==> src/rtl/mau_reli_tx_flowstate_arbiter.sv <==
// Port-B arbiter for the reliable-TX flowstate RAM: bcd write-back passthrough,
// control-plane read/write channel and the post-reset / flush clear sweep.
module mau_reli_tx_flowstate_arbiter #(
    parameter int unsigned FLOWSTATE_WIDTH = 33,
    parameter int unsigned ADDR_WIDTH      = 10,
    parameter int unsigned RD_LATENCY      = 1,
    parameter int unsigned CNT_WIDTH       = 16
) (
    input  logic                       clk,
    input  logic                       rst_n,
    input  logic                       bcd_valid,
    input  logic [ADDR_WIDTH-1:0]      bcd_addr,
    input  logic [FLOWSTATE_WIDTH-1:0] bcd_flowstate,
    input  logic                       cfg_req_valid,
    output logic                       cfg_req_ready,
    input  logic                       cfg_req_wr,
    input  logic [ADDR_WIDTH-1:0]      cfg_req_addr,
    input  logic [FLOWSTATE_WIDTH-1:0] cfg_req_wdata,
    output logic                       cfg_rsp_valid,
    input  logic                       cfg_rsp_ready,
    output logic [FLOWSTATE_WIDTH-1:0] cfg_rsp_data,
    input  logic                       flush_req,
    output logic                       mem_wr_en,
    output logic [ADDR_WIDTH-1:0]      mem_wr_addr,
    output logic [FLOWSTATE_WIDTH-1:0] mem_wr_data,
    output logic                       mem_rd_en,
    output logic [ADDR_WIDTH-1:0]      mem_rd_addr,
    input  logic [FLOWSTATE_WIDTH-1:0] mem_rd_data,
    output logic                       tbl_ready,
    output logic [CNT_WIDTH-1:0]       collision_cnt
);

    typedef enum logic [1:0] {INIT, IDLE, RD_WAIT, RSP} state_t;

    localparam logic [1:0] RD_LAST = 2'(RD_LATENCY - 1);

    state_t                     state, state_nxt;
    logic [ADDR_WIDTH-1:0]      ptr;
    logic [ADDR_WIDTH-1:0]      rd_addr;
    logic [1:0]                 rd_cnt;
    logic                       flush_pending;
    logic                       rsp_is_read;
    logic                       byp_hit;
    logic [FLOWSTATE_WIDTH-1:0] byp_data;

    logic accept, sweep_step, sweep_last, bcd_hit, rd_capture, flush_any;

    // Port-B mux and next state; everything is gated by rst_n so the port
    // stays quiet while reset is held.
    always_comb begin
        state_nxt     = state;
        mem_wr_en     = 1'b0;
        mem_wr_addr   = bcd_addr;
        mem_wr_data   = bcd_flowstate;
        mem_rd_en     = 1'b0;
        mem_rd_addr   = cfg_req_addr;
        cfg_req_ready = 1'b0;
        accept        = 1'b0;
        sweep_step    = 1'b0;
        rd_capture    = 1'b0;
        flush_any     = flush_req || flush_pending;
        bcd_hit       = bcd_valid && (bcd_addr == rd_addr);
        sweep_last    = (ptr == '1);
        if (rst_n) begin
            if (bcd_valid) begin
                mem_wr_en = 1'b1;
            end
            unique case (state)
                INIT: begin
                    if (!bcd_valid) begin
                        sweep_step  = 1'b1;
                        mem_wr_en   = 1'b1;
                        mem_wr_addr = ptr;
                        mem_wr_data = '0;
                        if (sweep_last && !flush_req) begin
                            state_nxt = IDLE;
                        end
                    end
                end
                IDLE: begin
                    cfg_req_ready = !bcd_valid && !flush_any;
                    accept        = cfg_req_valid && cfg_req_ready;
                    if (flush_any) begin
                        state_nxt = INIT;
                    end else if (accept) begin
                        if (cfg_req_wr) begin
                            mem_wr_en   = 1'b1;
                            mem_wr_addr = cfg_req_addr;
                            mem_wr_data = cfg_req_wdata;
                            state_nxt   = RSP;
                        end else begin
                            mem_rd_en = 1'b1;
                            state_nxt = RD_WAIT;
                        end
                    end
                end
                RD_WAIT: begin
                    if (rd_cnt == RD_LAST) begin
                        rd_capture = 1'b1;
                        state_nxt  = RSP;
                    end
                end
                RSP: begin
                    if (cfg_rsp_ready) begin
                        state_nxt = flush_pending ? INIT : IDLE;
                    end
                end
                default: state_nxt = INIT;
            endcase
        end
    end

    always_ff @(posedge clk) begin
        if (!rst_n) begin
            state         <= INIT;
            ptr           <= '0;
            tbl_ready     <= 1'b0;
            flush_pending <= 1'b0;
            cfg_rsp_valid <= 1'b0;
            cfg_rsp_data  <= '0;
            collision_cnt <= '0;
            rd_addr       <= '0;
            rd_cnt        <= '0;
            rsp_is_read   <= 1'b0;
            byp_hit       <= 1'b0;
            byp_data      <= '0;
        end else begin
            state <= state_nxt;
            if (cfg_req_valid && state == IDLE && bcd_valid && collision_cnt != '1) begin
                collision_cnt <= collision_cnt + 1'b1;
            end
            unique case (state)
                INIT: begin
                    // A flush during the sweep restarts it from entry 0.
                    if (flush_req) begin
                        ptr <= '0;
                    end else if (sweep_step) begin
                        ptr <= ptr + 1'b1;
                        if (sweep_last) begin
                            tbl_ready <= 1'b1;
                        end
                    end
                end
                IDLE: begin
                    if (flush_any) begin
                        tbl_ready     <= 1'b0;
                        ptr           <= '0;
                        flush_pending <= 1'b0;
                    end else if (accept) begin
                        rsp_is_read <= !cfg_req_wr;
                        if (cfg_req_wr) begin
                            cfg_rsp_data  <= cfg_req_wdata;
                            cfg_rsp_valid <= 1'b1;
                        end else begin
                            rd_addr <= cfg_req_addr;
                            rd_cnt  <= '0;
                            byp_hit <= 1'b0;
                        end
                    end
                end
                RD_WAIT: begin
                    flush_pending <= flush_pending | flush_req;
                    rd_cnt        <= rd_cnt + 1'b1;
                    if (bcd_hit) begin
                        byp_hit  <= 1'b1;
                        byp_data <= bcd_flowstate;
                    end
                    // Newest write-back to the read address wins over RAM data.
                    if (rd_capture) begin
                        cfg_rsp_valid <= 1'b1;
                        cfg_rsp_data  <= bcd_hit ? bcd_flowstate :
                                         byp_hit ? byp_data : mem_rd_data;
                    end
                end
                RSP: begin
                    if (rsp_is_read && bcd_hit) begin
                        cfg_rsp_data <= bcd_flowstate;
                    end
                    if (cfg_rsp_ready) begin
                        cfg_rsp_valid <= 1'b0;
                    end
                    if (cfg_rsp_ready && flush_pending) begin
                        tbl_ready     <= 1'b0;
                        ptr           <= '0;
                        flush_pending <= 1'b0;
                    end else begin
                        flush_pending <= flush_pending | flush_req;
                    end
                end
                default: ;
            endcase
        end
    end

endmodule

==> config.mk <==
export PLATFORM = sky130hd
export DESIGN_NAME = mau_reli_tx_flowstate_arbiter
export DESIGN_NICKNAME = d
export VERILOG_FILES = /design/src/rtl/mau_reli_tx_flowstate_arbiter.sv
export SDC_FILE = /design/constraint.sdc
export NUM_CORES = 1
export LEC_CHECK = 0
export BUFFER_PORTS_ARGS = -buffer_cell sky130_fd_sc_hd__buf_2
export CORE_ASPECT_RATIO = 0.6
export CORE_MARGIN = 4
export CORE_UTILIZATION = 44
export CTS_BUF_LIST = sky130_fd_sc_hd__clkbuf_16
export DETAILED_ROUTE_END_ITERATION = 12
export PLACE_DENSITY = 0.73
export SYNTH_ARGS = -nofsm -noshare
export SYNTH_HDL_FRONTEND = slang
export SYNTH_SLANG_ARGS = --single-unit
==> constraint.sdc <==
create_clock -name clk -period 1.7 [get_ports clk]
set_input_delay 0.255 -clock clk [delete_from_list [all_inputs] [get_ports clk]]
set_output_delay 0.255 -clock clk [all_outputs]
set_load 0.02 [all_outputs]
==> qor.yml <==
yosys.area_share.simple_pct: 17.99
synth.avg_cell_area_um2: 8.181
grt_remaining_overflow: 0
netlist_top_cells_area: "dfxtp_1, a311oi_2, nand2_1"
hpwlAfterDp_um: 20400
1st_pass_router_iterations: 5
cp_slowest_cell: "dfxtp_4"
synth_nets: 1020
hold_bufs_inserted_after_cts: 0
crit_path_cell_trace: "nand2b_4 > or2_4 > buf_8 > nor2_4 > buf_12 > a22o_4 > buf_6"
muxShareOfSynthArea_pct: 9.921
antennaDiodeCount: 0
final.setup.worst_slack_ps: -431.6
final-setup-viol-count: 132
run_status: "finished with violations"
postLayoutCoreUtil_pct: 73.65
grt_setup_unrepaired: "true"
vias: 8699
synth_top_cells_by_count: "nand2_1, dfxtp_1, nor2_1"
drive_above_1_share_pct: 56.21
gp_weighted_congestion: 0.8979
design.die.area_um2: 18760
cts_root_buf: "clkbuf_16"
adder_cell_share_of_the_synthesized_area_pct: 0.5149
grt_first_pass_wirelength_um: 45580
max_cap_violations: 0
fin_crit_sh_pct: 125.4
critical_path.startpoint_type: "flop"
yosys.area.top_type: "dfxtp_1"
slowest_delay_ps: 360
synth_enable_flop_cells: 0
via_count_of_the_first_global_routing_pass: 8179
compound_cell_area_share_of_the_yosys_netlist_pct: 30.24
internal_power_w: 0.004453
yosys_warnings: 0
path_buf_inv: 3
relSlewSlack_pct: 53.27
pwr-share-seq_pct: 42.2
global_route.usage.total_pct: 30.34
worstPathArrival_ps: 1880
synth_xor_xnor_area_share_pct: 3.484
netSwitchingPower_w: 0.001711
crit_path_max_fanout: 9
drcViolationCount: 0
finalHoldViolations: 0
cts_num_sinks: 111
synth.most_common_cell: "nand2_1"
io-pin-count: 233
synth.cell_area_um2: 7289
skew_pair_late_insertion_delay_ps: 360
failed_checks: "negative setup slack"
count_of_input_and_output_buffers: 232
drtIter0Drc: 843
criticalPathCategory: "flop to primary output"
synth_cells: 891
min_path_type: "input port to flop"
wl_per_cell_um: 21.82
synth_top_family_by_area: "compound AO/OA/AOI/OAI gates"
powerDensity_nw_per_um2: 516.1
clk_slew_on_worst_s_h_paths_ps: 80
synth.ff_latch_count: 111
worstPathRequired_ps: 1440
synth_top_area_share_pct: 30.48
core_region_area_um2: 16220
pwr-share-clk_pct: 39.0
numCtsBuffers: 9
antenna_violating_nets_post_route: 0
cts.htree.levels: 3
final-max-slew-violation-count: 0
fmaxAchievable_mhz: 469.1
power_frac_comb_pct: 18.7
netSwitchingFraction_pct: 27.76
grt_start_max_net_pins: 51
post-route-min-period_ps: 2132
finClkSkew_ps: 12.70
fin_worst_hold_slack_ps: 162.3
ctsLongestPathBuffers: 2
ys.flop_type: "dfxtp_1"
total_leakage_power_nw: 4.624
synth_seq_area_share_pct: 30.48
grt_antenna_before_repair: 1
die_w_um: 174.2
initial_core_utilization_pct: 44.95
layout.nets: 1332
floorplan.die.height_um: 107.7
area_delta_synth_final_pct: 63.83
async_set_or_reset_register_ratio_after_synthesis_pct: 0
core.rowCount: 36
vdd_drop_max_mv: 0.4593
postRouteWirelength_um: 30910
crit_path_capture_type: "primary output"
cp_top_family: "simple AND/OR/NAND/NOR gates"
ys_types: 56
clock_tree_from_tritoncts: "done"
tightest_slew_ps: 700.9
post_drt_via_cell_ratio: 6.139
## placed cells by master (no fill, tap or decap), types with 19 or more instances in the layout
master / synthesis / routed
a311oi_2: 31 / 33
o21ai_2: 0 / 19
buf_2: 24 / 186
mux2i_1: 34 / 33
o21ai_0: 52 / 31
mux2_2: 34 / 34
nor2_1: 84 / 65
nand2_1: 116 / 107
a31oi_1: 64 / 64
buf_4: 12 / 99
buf_6: 9 / 72
dfxtp_1: 111 / 97
a21oi_1: 41 / 26
buf_12: 0 / 26
a211oi_2: 0 / 21
## routing by layer
metal  global-route usage [%]  vias up  part of all wire (%)
met3                    7.827       56                    11
li1                         -     3923                     -
met5                        0        -                 0.042
met2                    47.31      519                    45
met1                    42.20     4199                    43
met4                    7.058        2                   1.8
## logic make-up after synthesis
group | after synthesis
buffers and inverters | 105
and+or+nand+nor | 282
adders and majority gates | 3
xor gates and xnor gates | 29
AOI/OAI and AO/OA | 293
DFF | 111
muxes | 68
## power groups by stage
stage / clock network (W) / registers, W / logic [W]
finish: 0.00241 / 0.00260 / 0.00116
global route: 0.00252 / 0.00260 / 0.00121
CTS: 0.00241 / 0.00260 / 0.00111
detailed placement: 0 / 0.00266 / 0.000947
global placement: 0 / 0.00266 / 0.000935
floorplan: 0 / 0.00266 / 0.000522
## per-stage QoR
stage | setup WS [ps] | instance area [um^2] | TNS (ps) | std cells | power, W
2_1_floorplan | -112.6 | 7934 | -5643 | 891 | 0.003186
3_3_place_gp | -261.2 | 9942 | -21720 | 1361 | 0.003600
3_5_place_dp | -353.6 | 9942 | -28740 | 1361 | 0.003612
4_1_cts | -396.6 | 11460 | -26370 | 1407 | 0.006122
5_1_grt | -480.3 | 11940 | -43780 | 1417 | 0.006329
6_report | -431.6 | 11940 | -32720 | 1417 | 0.006164
## cell type report
cell class	instances	area, um^2
sequential	111	2245
inverter	8	35.03
tap	209	261.5
clock buffer	9	225.2
clock inverter	7	102.6
fill	1124	4273
multi-input combinational	675	5736
timing repair buffer	398	3338
## timing repair
action                     CTS  global route
buffers inserted            22            13
pin swaps                   55            73
cloned                       8             3
setup endpoints to repair  138           148
gates resized for setup    211            92
## sequential cells by signal, indices dropped and copies added (netlist names), named ones only
name and flops:
collision_cnt 16, ptr 10, byp_data 33, state 1, byp_hit 1, rd_cnt 2
flush_pending 1, tbl_ready 1, cfg_rsp_valid 1, rd_addr 10, rsp_is_read 1, cfg_rsp_data 33
## worst min-delay path: stages
cell and delay, ps:
buf_2 120, nand2_1 70, a21oi_2 50
## final timing paths
path	start	slack, ps	endpoint	cells after the start
setup / recovery	flop	-430	mem_wr_data[21]	7
setup reg to reg	rd_addr[5]	-290	byp_data[25]	9
hold / removal	cfg_req_addr[5]	160	rd_addr[5]	3
hold reg to reg	rd_addr[8]	490	rd_addr[8]	2
Power figures use the tool's default switching activity.
